<file path="src/rtl/vdp_sprite_info_collect.sv">
// Sprite info collection: per slot, reads Y/X/pattern/color/pattern bytes and emits one record.
// Latency: record strobed at the last dot of each 8-dot slot; no backpressure, locked to dot timing.
module vdp_sprite_info_collect #(
   parameter logic [8:0] START_X = 9'd256
) (
   input  logic        clk21m,
   input  logic        reset,
   input  logic [1:0]  dot_state,
   input  logic [2:0]  eight_dot_state,
   input  logic [8:0]  dot_counter_x,
   input  logic [8:0]  current_y,
   input  logic        reg_r1_sp_size,
   input  logic        reg_r1_sp_zoom,
   input  logic        sp_mode2,
   input  logic [9:0]  attribute_table_address,
   input  logic [5:0]  pattern_table_address,
   output logic [2:0]  current_render_sp,
   input  logic [4:0]  render_sp,
   input  logic [3:0]  render_sp_num,
   output logic [16:0] vram_a,
   input  logic [7:0]  vram_q,
   output logic        info_we,
   output logic [2:0]  info_index,
   output logic        info_active,
   output logic [7:0]  info_x,
   output logic [15:0] info_pattern,
   output logic [3:0]  info_color,
   output logic        info_ec,
   output logic        info_cc,
   output logic        info_ic
);

   typedef enum logic {IDLE, COLLECT} state_t;
   state_t state, state_nx;

   logic [2:0]  slot;
   logic [4:0]  n_r;
   logic [7:0]  y_r, x_r, p_r, col_r, left_r, right_r;
   logic [16:0] base_a, attr_n, col2_a, pat_left, pat_right, rd_addr;
   logic [4:0]  n_sel;
   logic [7:0]  d, l;
   logic        phase01, phase10, phase11, grp_end, start, active;

   assign phase01 = (dot_state == 2'b01);
   assign phase10 = (dot_state == 2'b10);
   assign phase11 = (dot_state == 2'b11);
   assign grp_end = phase10 && (eight_dot_state == 3'd7);
   assign start   = grp_end && (dot_counter_x[8:3] == (START_X[8:3] - 6'd1));
   // Counts above 8 compare as "all slots active" without extra clamping.
   assign active  = ({1'b0, slot} < render_sp_num);

   assign base_a = {attribute_table_address, 7'b0};
   assign n_sel  = (eight_dot_state == 3'd0) ? render_sp : n_r;
   assign attr_n = base_a + {10'b0, n_sel, 2'b00};
   assign d      = current_y[7:0] - y_r - 8'd1;
   assign l      = reg_r1_sp_zoom ? {1'b0, d[7:1]} : d;
   assign col2_a = base_a - 17'd512 + {8'b0, n_r, 4'b0} + {13'b0, l[3:0]};
   assign pat_left  = reg_r1_sp_size ? {pattern_table_address, p_r[7:2], 1'b0, l[3:0]}
                                     : {pattern_table_address, p_r, l[2:0]};
   assign pat_right = reg_r1_sp_size ? {pattern_table_address, p_r[7:2], 1'b1, l[3:0]}
                                     : {pattern_table_address, p_r, l[2:0]};

   always_comb begin
      rd_addr = attr_n;
      case (eight_dot_state)
         3'd1:    rd_addr = attr_n + 17'd1;
         3'd2:    rd_addr = attr_n + 17'd2;
         3'd3:    rd_addr = sp_mode2 ? col2_a : attr_n + 17'd3;
         3'd4:    rd_addr = pat_left;
         3'd5:    rd_addr = pat_right;
         default: rd_addr = attr_n;
      endcase
   end

   always_comb begin
      state_nx = state;
      case (state)
         IDLE:    if (start) state_nx = COLLECT;
         COLLECT: if (grp_end && slot == 3'd7) state_nx = IDLE;
         default: state_nx = IDLE;
      endcase
   end

   always_ff @(posedge clk21m) begin
      if (reset) begin
         state             <= IDLE;
         slot              <= 3'd0;
         n_r               <= 5'd0;
         y_r               <= 8'd0;
         x_r               <= 8'd0;
         p_r               <= 8'd0;
         col_r             <= 8'd0;
         left_r            <= 8'd0;
         right_r           <= 8'd0;
         current_render_sp <= 3'd0;
         vram_a            <= 17'd0;
         info_we           <= 1'b0;
         info_index        <= 3'd0;
         info_active       <= 1'b0;
         info_x            <= 8'd0;
         info_pattern      <= 16'd0;
         info_color        <= 4'd0;
         info_ec           <= 1'b0;
         info_cc           <= 1'b0;
         info_ic           <= 1'b0;
      end else begin
         state   <= state_nx;
         info_we <= 1'b0;
         if (state == IDLE && start) begin
            slot              <= 3'd0;
            current_render_sp <= 3'd0;
         end
         if (state == COLLECT) begin
            if (active && phase01 && eight_dot_state <= 3'd5) begin
               vram_a <= rd_addr;
               if (eight_dot_state == 3'd0) n_r <= render_sp;
            end
            if (active && phase10) begin
               case (eight_dot_state)
                  3'd0:    y_r     <= vram_q;
                  3'd1:    x_r     <= vram_q;
                  3'd2:    p_r     <= vram_q;
                  3'd3:    col_r   <= vram_q;
                  3'd4:    left_r  <= vram_q;
                  3'd5:    right_r <= vram_q;
                  default: ;
               endcase
            end
            // Registered one dot phase early so the strobe coincides with dot_state 10.
            if (phase11 && eight_dot_state == 3'd7) begin
               info_we      <= 1'b1;
               info_index   <= slot;
               info_active  <= active;
               info_x       <= active ? x_r : 8'd0;
               info_pattern <= active ? {left_r, (reg_r1_sp_size ? right_r : 8'h00)} : 16'd0;
               info_color   <= active ? col_r[3:0] : 4'd0;
               info_ec      <= active & col_r[7];
               info_cc      <= active & sp_mode2 & col_r[6];
               info_ic      <= active & sp_mode2 & col_r[5];
            end
            if (grp_end) begin
               slot              <= slot + 3'd1;
               current_render_sp <= slot + 3'd1;
            end
         end
      end
   end

endmodule

</file>
<file path="config.mk">
export PLATFORM = sky130hd
export DESIGN_NAME = vdp_sprite_info_collect
export DESIGN_NICKNAME = d
export VERILOG_FILES = /design/src/rtl/vdp_sprite_info_collect.sv
export SDC_FILE = /design/constraint.sdc
export NUM_CORES = 1
export LEC_CHECK = 0
export CORE_AREA = 2 2 112 114
export DETAILED_ROUTE_END_ITERATION = 16
export DIE_AREA = 0 0 114 116
export GPL_ROUTABILITY_DRIVEN = 0
export MAX_ROUTING_LAYER = met4
export PLACE_DENSITY_LB_ADDON = 0.12
export SKIP_LAST_GASP = 1
export SLEW_MARGIN = 15
export SYNTH_ARGS = -nofsm -noshare
export SYNTH_HDL_FRONTEND = slang
export SYNTH_SLANG_ARGS = --single-unit
</file>
<file path="constraint.sdc">
create_clock -name clk21m -period 2.1 [get_ports clk21m]
set_clock_uncertainty 0.2 [all_clocks]
set_input_delay 0.42 -clock clk21m [delete_from_list [all_inputs] [get_ports clk21m]]
set_output_delay 0.42 -clock clk21m [all_outputs]
set_load 0.005 [all_outputs]
</file>
==> results.json <==
{
  "outcome": "finished, violations left",
  "failed_checks": "negative setup slack",
  "rsz0062_at_grt": "yes",
  "worstHoldPathType": "input pin to flop",
  "yosysSeqAreaShare_pct": 43.95,
  "wirelength_um": 14460,
  "yosys-top-cells-area": "dfxtp_1, mux2i_1, nor2_1",
  "grt_pass1_vias": 4489,
  "grt_overflow": 0,
  "syn-instance-count": 537,
  "ys_ff_latch": 109,
  "postRouteAntennaNets": 0,
  "regToRegStartpoint": "y_r[0]",
  "maxCapViolations": 0,
  "clockBufferDepth": 2,
  "drive_gt1_share_pct": 20.71,
  "die_h_um": 116,
  "finalWorstSetupSlack_ns": -0.02501,
  "arrival_ns": 2.21,
  "grt_pass1_wl_um": 22700,
  "finalCriticalPeriod_ns": 2.125,
  "worstSetupEndpointType": "flop",
  "cp_slowest_cell": "fa_2",
  "max_slew_margin_pct": 56.43,
  "p_total_mw": 4.419,
  "tightest_slew_ns": 0.6468,
  "start_util_pct": 41.68,
  "port_buffers": 109,
  "clockRootBuffer": "clkbuf_16",
  "clk_latency_ns": 0.35,
  "nets": 768,
  "synthArstFlopShare_pct": 0,
  "required_ns": 2.19,
  "clkSinkCount": 109,
  "synthToLayoutAreaGrowth_pct": 48.29,
  "die_x_um": 114,
  "pin_count": 117,
  "crit_path_start": "y_r[0]",
  "hold_violations": 0,
  "yosys.cell_types.count": 60,
  "grt_use_total_pct": 22.49,
  "min_period_over_period_pct": 101.2,
  "cp_cell_sequence": "inv_2 > ha_4 > fa_2 > mux2i_4 > a21o_1 > a221oi_2 > nand2_1 > a21oi_2",
  "vias": 4534,
  "antenna_found_initial": 0,
  "grt_use_met1_pct": 27.03,
  "die_area_um2": 13220,
  "yosysTopAreaCell": "dfxtp_1",
  "synth_top_area_share_pct": 43.95,
  "initialDrtViolationCount": 267,
  "final-setup-viol-count": 1,
  "cts_tree": "yes",
  "grt_max_degree": 48,
  "synth_ff_type": "dfxtp_1",
  "slew_violations": 0,
  "grtUsageMet3_pct": 3.818,
  "hold_path_depth": 2,
  "max_freq_mhz": 470.6,
  "cts_buffers": 9,
  "max_stage_delay_ns": 0.56,
  "via_per_inst": 5.353,
  "holdBufCountCts": 0,
  "coreArea_um2": 11910,
  "drc_errors": 0,
  "cts_max_level": 3,
  "critPathMaxFanout": 2,
  "synth-edff-count": 0,
  "avgSynthCellArea_um2": 9.245,
  "irDropWorstVdd_mv": 0.4201,
  "fp-row-count": 40,
  "r2r_cells": 8,
  "hp-start": "reset",
  "static-leakage-power_nw": 3.079,
  "dr.pass1.iters": 5,
  "syn_area_um2": 4965,
  "antenna_cells": 0,
  "wire_per_inst_um": 17.07,
  "final_cells": 847,
  "groute.layer.met2.usage_pct": 38.45,
  "rrSetupSlack_ns": -0.03,
  "grt.busiest_layer": "met2",
  "critPathLaunchType": "flop",
  "numPlacedInstances": 820,
  "worstSetupPathType": "flop to flop",
  "synth-warning-count": 0,
  "syn-num-nets": 610,
  "p_per_area_nw_per_um2": 600.3,
  "clk_pin_slew_ns": 0.07,
  "dp_hpwl_um": 10080
}
## placed cells by master, fill, tap and decap left out, drive strengths merged, types with 4 or more instances in the layout
master	count
buf	74
nand3	6
o21ai	11
dlygate4sd2	6
nor3	5
dfxtp	109
dlymetal6s2s	5
o22ai	4
clkbuf	10
nor2	105
ha	10
nand2	32
xor2	6
o211ai	7
a211oi	10
nor2b	6
nand2b	6
a21oi	28
a211o	5
xnor2	4
clkdlybuf4s50	96
a32oi	10
mux2i	61
inv	15
a22oi	21
nor4	4
## layout make-up
type / instances / area [um^2]
multi-input combinational: 381 / 2819
clock buffer: 9 / 225.2
inverter: 11 / 48.80
fill: 1010 / 4549
clock inverter: 7 / 102.6
sequential: 109 / 2188
timing repair buffer: 183 / 1794
tap: 147 / 183.9
## Yosys cell counts (3+ instances only)
master,instances
dfxtp_1,109
nor2_1,105
mux2i_1,61
nand2_1,32
a21oi_1,26
a22oi_1,21
clkbuf_1,20
inv_1,11
a32oi_1,10
ha_1,10
o21ai_0,10
a211oi_1,9
nand3_1,6
nor2b_1,6
xor2_1,6
a211o_1,5
buf_1,5
buf_2,5
buf_4,5
nand2b_1,5
nor3_1,5
o211ai_1,4
o22ai_1,4
xnor2_1,4
a21o_1,3
a221oi_1,3
nor4_1,3
o211ai_2,3
## power breakdown
part	internal (mW)	switching [mW]	leakage, nW	total (mW)
clock network	1.07	0.819	0.163	1.88
logic	0.235	0.235	2.04	0.470
registers	2.06	0.0000580	0.880	2.06
total	3.37	1.05	3.08	4.42
## final timing paths
kind           endpoint
min              p_r[6]
min reg2reg  vram_a[13]
max reg2reg   vram_a[0]
max           vram_a[0]
## metal layers
layer / up-vias / routed length (um)
met4: 0 / 225
met1: 2163 / 6339
met3: 17 / 745
li1: 2240 / -
met2: 114 / 7148
met5: - / 0
## critical path, delay by kind of cell, from the launching register on
family,cells,cell delay (ns)
flops,1,0.34
buf+inv,1,0.05
fa+ha+maj,2,0.71
mux,1,0.09
simple gates,1,0.14
compound gates,3,0.54
## registers in the layout (all words and copies together) (netlist names), 7 cells and up
signal and count:
vram_a 17, info_pattern 16, info_x 8, left_r 8, p_r 8, right_r 8
x_r 8, col_r 7
## repair_timing
action	in CTS	in global routing
resized for setup	23	39
buffers inserted	6	4
cloned	2	0
pin swaps	18	21
endpoints found under the setup margin	98	71
## kinds of logic after synthesis
kind of cell | after synthesis | share of synthesized area [%]
compound gates | 119 | 18.20
xor+xnor | 10 | 1.764
fa+ha+maj | 12 | 3.327
buf+inv | 47 | 4.083
flops | 109 | 43.95
mux | 61 | 12.30
simple gates | 179 | 16.38
## per-stage QoR
stage / hold slack [ns] / cell area [um^2] / TNS, ns / worst slack (ns) / utilization (%)
global placement: 0.2437 / 6710 / -43.74 / -0.6140 / 56.33
floorplan: 0.2482 / 5020 / -0.03512 / -0.002815 / -
finish: 0.2179 / 7362 / -0.02501 / -0.02501 / 61.81
global route: 0.2292 / 7362 / -0.2519 / -0.1253 / 61.81
detailed placement: 0.2456 / 6710 / -46.05 / -0.6450 / 56.33
CTS: 0.2079 / 7188 / -0.5146 / -0.08741 / 60.35
Power figures use the tool's default switching activity.
==> RTL edit 1 (same settings) <==
Make the reset (`reset`) asynchronous in one clocked block.
--- a/src/rtl/vdp_sprite_info_collect.sv
+++ b/src/rtl/vdp_sprite_info_collect.sv
@@ -81,7 +81,7 @@
       endcase
    end
 
-   always_ff @(posedge clk21m) begin
+   always_ff @(posedge clk21m or posedge reset) begin
       if (reset) begin
          state             <= IDLE;
          slot              <= 3'd0;
Formal check against the unedited RTL: differs if reset is asserted again (counterexample within 4 cycles, from zero or initial values and one cycle with reset high); with reset held inactive, the same outputs for 4 cycles.
==> RTL edit 1 against the unedited design <==
  * The run still ends with negative setup slack left
  * Power grew 3.1%
  * Maximum frequency shrank 5.6%
  * Sequential cell count is the same
  * Synthesized area grew 4.1%
  * Setup slack lost 0.13 ns
  * Clock power shrank 6%
  * Count of clock-buffer cells in the layout grew 1
  * Cell count shrank 6.7%
  * Design area grew 4.2%
  * Synthesized cell count shrank 16%
  * Routed wire length grew 1.9%
  * Critical path type unchanged
==> RTL edit 1: results (changes against the unedited design) <==
Setup path
  – Top Family by Delay on Critical Path: simple AND/OR/NAND/NOR gates
  – Arrival @ worst endpoint: 2.29 ns (+0.08 ns)
  – Slowest stage delay, CP: 0.39 ns (-0.17 ns)
  – CP max-delay cell: dfrtp_1

Global route
  – First-pass GRT wire length: 23.72 mm (+4.5%)
  – Largest net degree at the start of global routing: 37 (-23%)
  – Vias in the first global route: 4548 (+1.3%)
  – All-layer global routing usage: 23.92% (+1.4 points)

Final layout
  – Layout cells sized above 1: 29.55% (+8.8 points)
  – Fillers: 933 (-7.6%)
  – Final Util: 64.38% (+2.6 points)

Placement
  – Placed Instance Area: 0.007148 mm² (+6.5%)

Detailed routing
  – Routed WL: 14.73 mm (+1.9%)
  – First DRT Iteration DRCs: 255 (-4.5%)
  – Via Count: 4416 (-2.6%)
  – Wire length on met3: 805 µm (+8.1%)
  – Routed length on met2: 7.202 mm (+0.76%)

Status
  – Failing checks: negative setup slack
  – Status: finished, violations left

Logic synthesis
  – Asr flop ratio synth: 100.0% (+100 points)
  – Net count after synthesis: 527 (-14%)
  – Top post-synthesis cells by count: dfrtp_1 (109), mux2_2 (49), nand2_1 (43)
  – Synth Area in Compound Gates: 17.24% (-0.96 points)
  – Yosys cell types: 55 (-8.3%)
  – Share of the yosys chip area belonging to registers: 52.78% (+8.8 points)

STA
  – PnR worst setup slack: -0.1508 ns (-0.1258 ns)
  – Relative slew slack: 51.50% (-4.9 points)
  – Setup TNS: -3.907 ns (-3.882 ns)
  – Final Setup Violations: 34 (+33)

Power
  – Max IR drop VDD: 0.3807 mV (-9.4%)
  – Power per Cell Area: 594.3 mW/mm² (-1.0%)
RTL edit 1: changes by cell type after synthesis, moves of 5 or more:
cell / delta
nor2_1: -95
dfrtp_1: +109
mux2_2: +49
a22o_1: +32
o21ai_0: +20
buf_4: -5
nand2_1: +11
a32oi_1: -7
buf_1: -5
dfxtp_1: -109
a211oi_1: -6
a21oi_1: -10
mux2i_1: -53
a22oi_1: -16
RTL edit 1: per-layer routing:
layer  global-route usage [%]  vias up
met5                        -        -
met4                    8.130        0
met3                    4.132       22
met2                    38.17      156
met1                    31.15     2178
li1                         -     2060
RTL edit 1: final cells by class:
type	instances	area, µm²	area share [%]
flip-flops and latches	109	2728	35.57
multi-input cells	308	2556	33.33
repair buffers	196	1832	23.89
clock buffers	10	239.0	3.116
well taps	147	183.9	2.398
clock inverters	6	68.82	0.8974
inverters	14	61.31	0.7995
RTL edit 1: cell families after synthesis:
logic type      Yosys count
compound gates          125
flops                   109
simple gates            107
mux                      57
buf+inv                  36
fa+ha+maj                13
xor+xnor                  6
RTL edit 1: final timing paths:
kind | startpoint | end | slack, ns | depth (start not counted)
max in group asynchronous | reset | vram_a[14] | 0.94 | 3
hold / removal | reset | info_ec | 0.24 | 2
setup reg to reg | n_r[3] | vram_a[11] | -0.15 | 7
hold reg to reg | info_active | info_active | 0.28 | 1
setup / recovery | n_r[3] | vram_a[11] | -0.15 | 7
min in group clk21m | info_active | info_active | 0.28 | 1
RTL edit 1: repair_timing:
action / 4_1_cts / 5_1_grt
hold buffers: 0 / 0
hold endpoints to repair: 0 / 0
setup endpoints to repair: 95 / 64
pin swaps: 18 / 12
gates cloned: 0 / 0
gates resized for setup: 42 / 16
setup buffers: 1 / 3
==> RTL edit 2 (config.mk and constraints unchanged) <==
Without the edit above. Set the parameter `START_X` to 9'd192 (it was 9'd256).
--- a/src/rtl/vdp_sprite_info_collect.sv
+++ b/src/rtl/vdp_sprite_info_collect.sv
@@ -1,7 +1,7 @@
 // Sprite info collection: per slot, reads Y/X/pattern/color/pattern bytes and emits one record.
 // Latency: record strobed at the last dot of each 8-dot slot; no backpressure, locked to dot timing.
 module vdp_sprite_info_collect #(
-   parameter logic [8:0] START_X = 9'd256
+   parameter logic [8:0] START_X = 9'd192
 ) (
    input  logic        clk21m,
    input  logic        reset,
Check against the original RTL: not equivalent (Yosys sat finds a counterexample within 4 cycles, from zero or initial values and one cycle with reset high).
==> RTL edit 2 against the unedited design <==
  * Power decreased by 4.0%
  * Largest power group unchanged
  * Largest cell class unchanged
  * First-iteration DRC count increased by 4.1%
  * Clock power decreased by 9%
  * Routed wire length decreased by 2.4%
  * Sequential cell count unchanged
  * Maximum frequency increased by 2.2%
  * Count of clock-buffer cells in the layout increased by 1
  * Worst hold slack improved by 0.037 ns
  * Highest routed layer unchanged
  * Cell count increased by 0.35%
  * Synthesized area about the same
  * Setup slack improved by 0.046 ns
  * Design area decreased by 0.82%
  * Critical endpoint unchanged
  * Non-clock buffer count increased by 3
==> RTL edit 2: results (changes against the unedited design) <==
Status
  – Status: completed

Detailed routing
  – 1st-pass router iterations: 4 (-1)
  – Via Count: 4526 (-0.18%)
  – First DRT Iteration DRCs: 278 (+4.1%)
  – DR WL/cell: 16.60 µm (-2.8%)

Setup path
  – Worst Setup EP: vram_a[0]
  – Setup crit start: y_r[0]
  – Critical path fanouts, max: 2 (unchanged)
  – Arrival @ worst endpoint: 2.17 ns (-0.04 ns)
  – Worst R2R Setup Slack: 0.02 ns (+0.05 ns)
  – Reg2reg path depth: 8 (unchanged)

Final layout
  – Layout cells sized above 1: 21.62% (+0.91 points)
  – Final net count: 771 (+0.39%)
  – Ant. Diodes: 0 (unchanged)
  – Top Registers: vram_a (17), info_pattern (16)
  – Fillers: 1041 (+3.1%)

Logic synthesis
  – Share of the yosys chip area belonging to registers: 43.93% (about the same)
  – Asr flop ratio synth: 0% (unchanged)
  – Synth top area cells: dfxtp_1 (44%), mux2i_1 (12%), nor2_1 (7.9%)
  – Net count after synthesis: 610 (unchanged)
  – Yosys cell types: 61 (+1.7%)
  – Top post-synthesis cells by count: dfxtp_1 (109), nor2_1 (105), mux2i_1 (61)
  – Ys Warns: 0 (unchanged)
  – Synth Flop Type: dfxtp_1

Clock network
  – Worst-skew pair later-pin latency: 0.36 ns
  – Clock Root Buffer: clkbuf_16
  – H-tree levels: 3 (unchanged)
  – Total CTS buffers: 9 (unchanged)
  – Worst-path clk slew: 0.08 ns
  – Clock buffer depth: 2 (unchanged)

Power
  – Max IR drop VDD: 0.4478 mV (+6.6%)
  – Leakage: 3.047 nW (-1.0%)

Global route
  – Largest net degree at the start of global routing: 76 (+58%)
  – All-layer global routing usage: 22.71% (+0.23 points)
  – Initial antenna violation count: 0 (unchanged)
  – First-pass GRT wire length: 22.72 mm (about the same)
  – Vias in the first global route: 4434 (-1.2%)

Placement
  – DPL Wire Length: 9.999 mm (-0.77%)
  – # port buffers: 109 (unchanged)

Hold path
  – Hold WC Path Type: flop to flop

STA
  – Relative slew slack: 71.00% (+15 points)
==> RTL edit 2: changes by cell type after synthesis <==
cell      unedited run  this run
and3_1               2         3
nand4_1              2         1
nor3b_1              2         1
nor4bb_1             0         1
==> RTL edit 2: how the worst min path moves through the flow <==
stage | start | endpoint | slack, ns | cells past startpoint
6_report | vram_a[13] | vram_a[13] | 0.25 | 2
5_1_grt | reset | p_r[3] | 0.26 | 2
4_1_cts | reset | y_r[0] | 0.25 | 2
3_5_place_dp | current_render_sp[1] | current_render_sp[1] | 0.25 | 2
3_3_place_gp | vram_a[11] | vram_a[11] | 0.24 | 2
2_1_floorplan | vram_a[11] | vram_a[11] | 0.25 | 2
==> RTL edit 2: where the power goes <==
group          internal, mW  switching (mW)  total, mW
clock network         0.870           0.841       1.71
logic                 0.235           0.232      0.468
registers              2.06       0.0000536       2.06
==> RTL edit 2: critical path, stage by stage, from the launching register on <==
cell,delay (ns)
dfxtp_2,0.34
inv_2,0.05
ha_4,0.15
fa_2,0.56
mux2i_4,0.09
a21o_1,0.18
a221oi_2,0.23
nand2_1,0.09
a21oi_2,0.12
==> RTL edit 2: stage by stage <==
step	total power, mW	cell area [µm²]	setup slack (ns)	std cells
finish	4.241	7302	0.02085	850
global route	4.420	7302	-0.07761	850
CTS	4.255	7169	-0.01009	848
detailed placement	2.533	6728	-0.6410	827
global placement	2.527	6728	-0.5932	827
floorplan	2.288	5022	-0.002815	537
==> RTL edit 2: logic make-up (layout without fill, tap and decap cells) <==
logic type      after synthesis  after routing  synth area share (%)
fa+ha+maj                    12             12                 3.325
xor+xnor                     10             10                 1.763
mux                          61             61                 12.29
flops                       109            109                 43.93
buf+inv                      47            213                 4.081
compound gates              119            119                 18.19
simple gates                179            179                 16.42
==> RTL edit 2: final cells by class <==
type	instances	share of cell area, %
Inverter	11	0.6683
Clock inverter	6	0.8568
Clock buffer	10	3.273
Tap cell	147	2.519
Sequential cell	109	29.99
Timing Repair Buffer	186	23.83
Multi-Input combinational cell	381	38.86
==> RTL edit 2: timing repair <==
item | 4_1_cts | 5_1_grt
endpoints found under the hold margin | 0 | 0
buffers inserted | 5 | 2
gates cloned | 0 | 0
gates resized for setup | 29 | 28
endpoints found under the setup margin | 98 | 37
pin swaps | 22 | 17
hold buffers | 0 | 0
==> RTL edit 2: metal layers <==
metal / up-vias / part of all wire [%] / global-route usage [%] / routed length, µm
met5: - / 0 / - / 0
met4: 0 / 2.0 / 8.374 / 284
met3: 21 / 5.3 / 4.707 / 749
met2: 124 / 47 / 36.98 / 6666
met1: 2143 / 45 / 27.93 / 6409
li1: 2238 / - / - / -
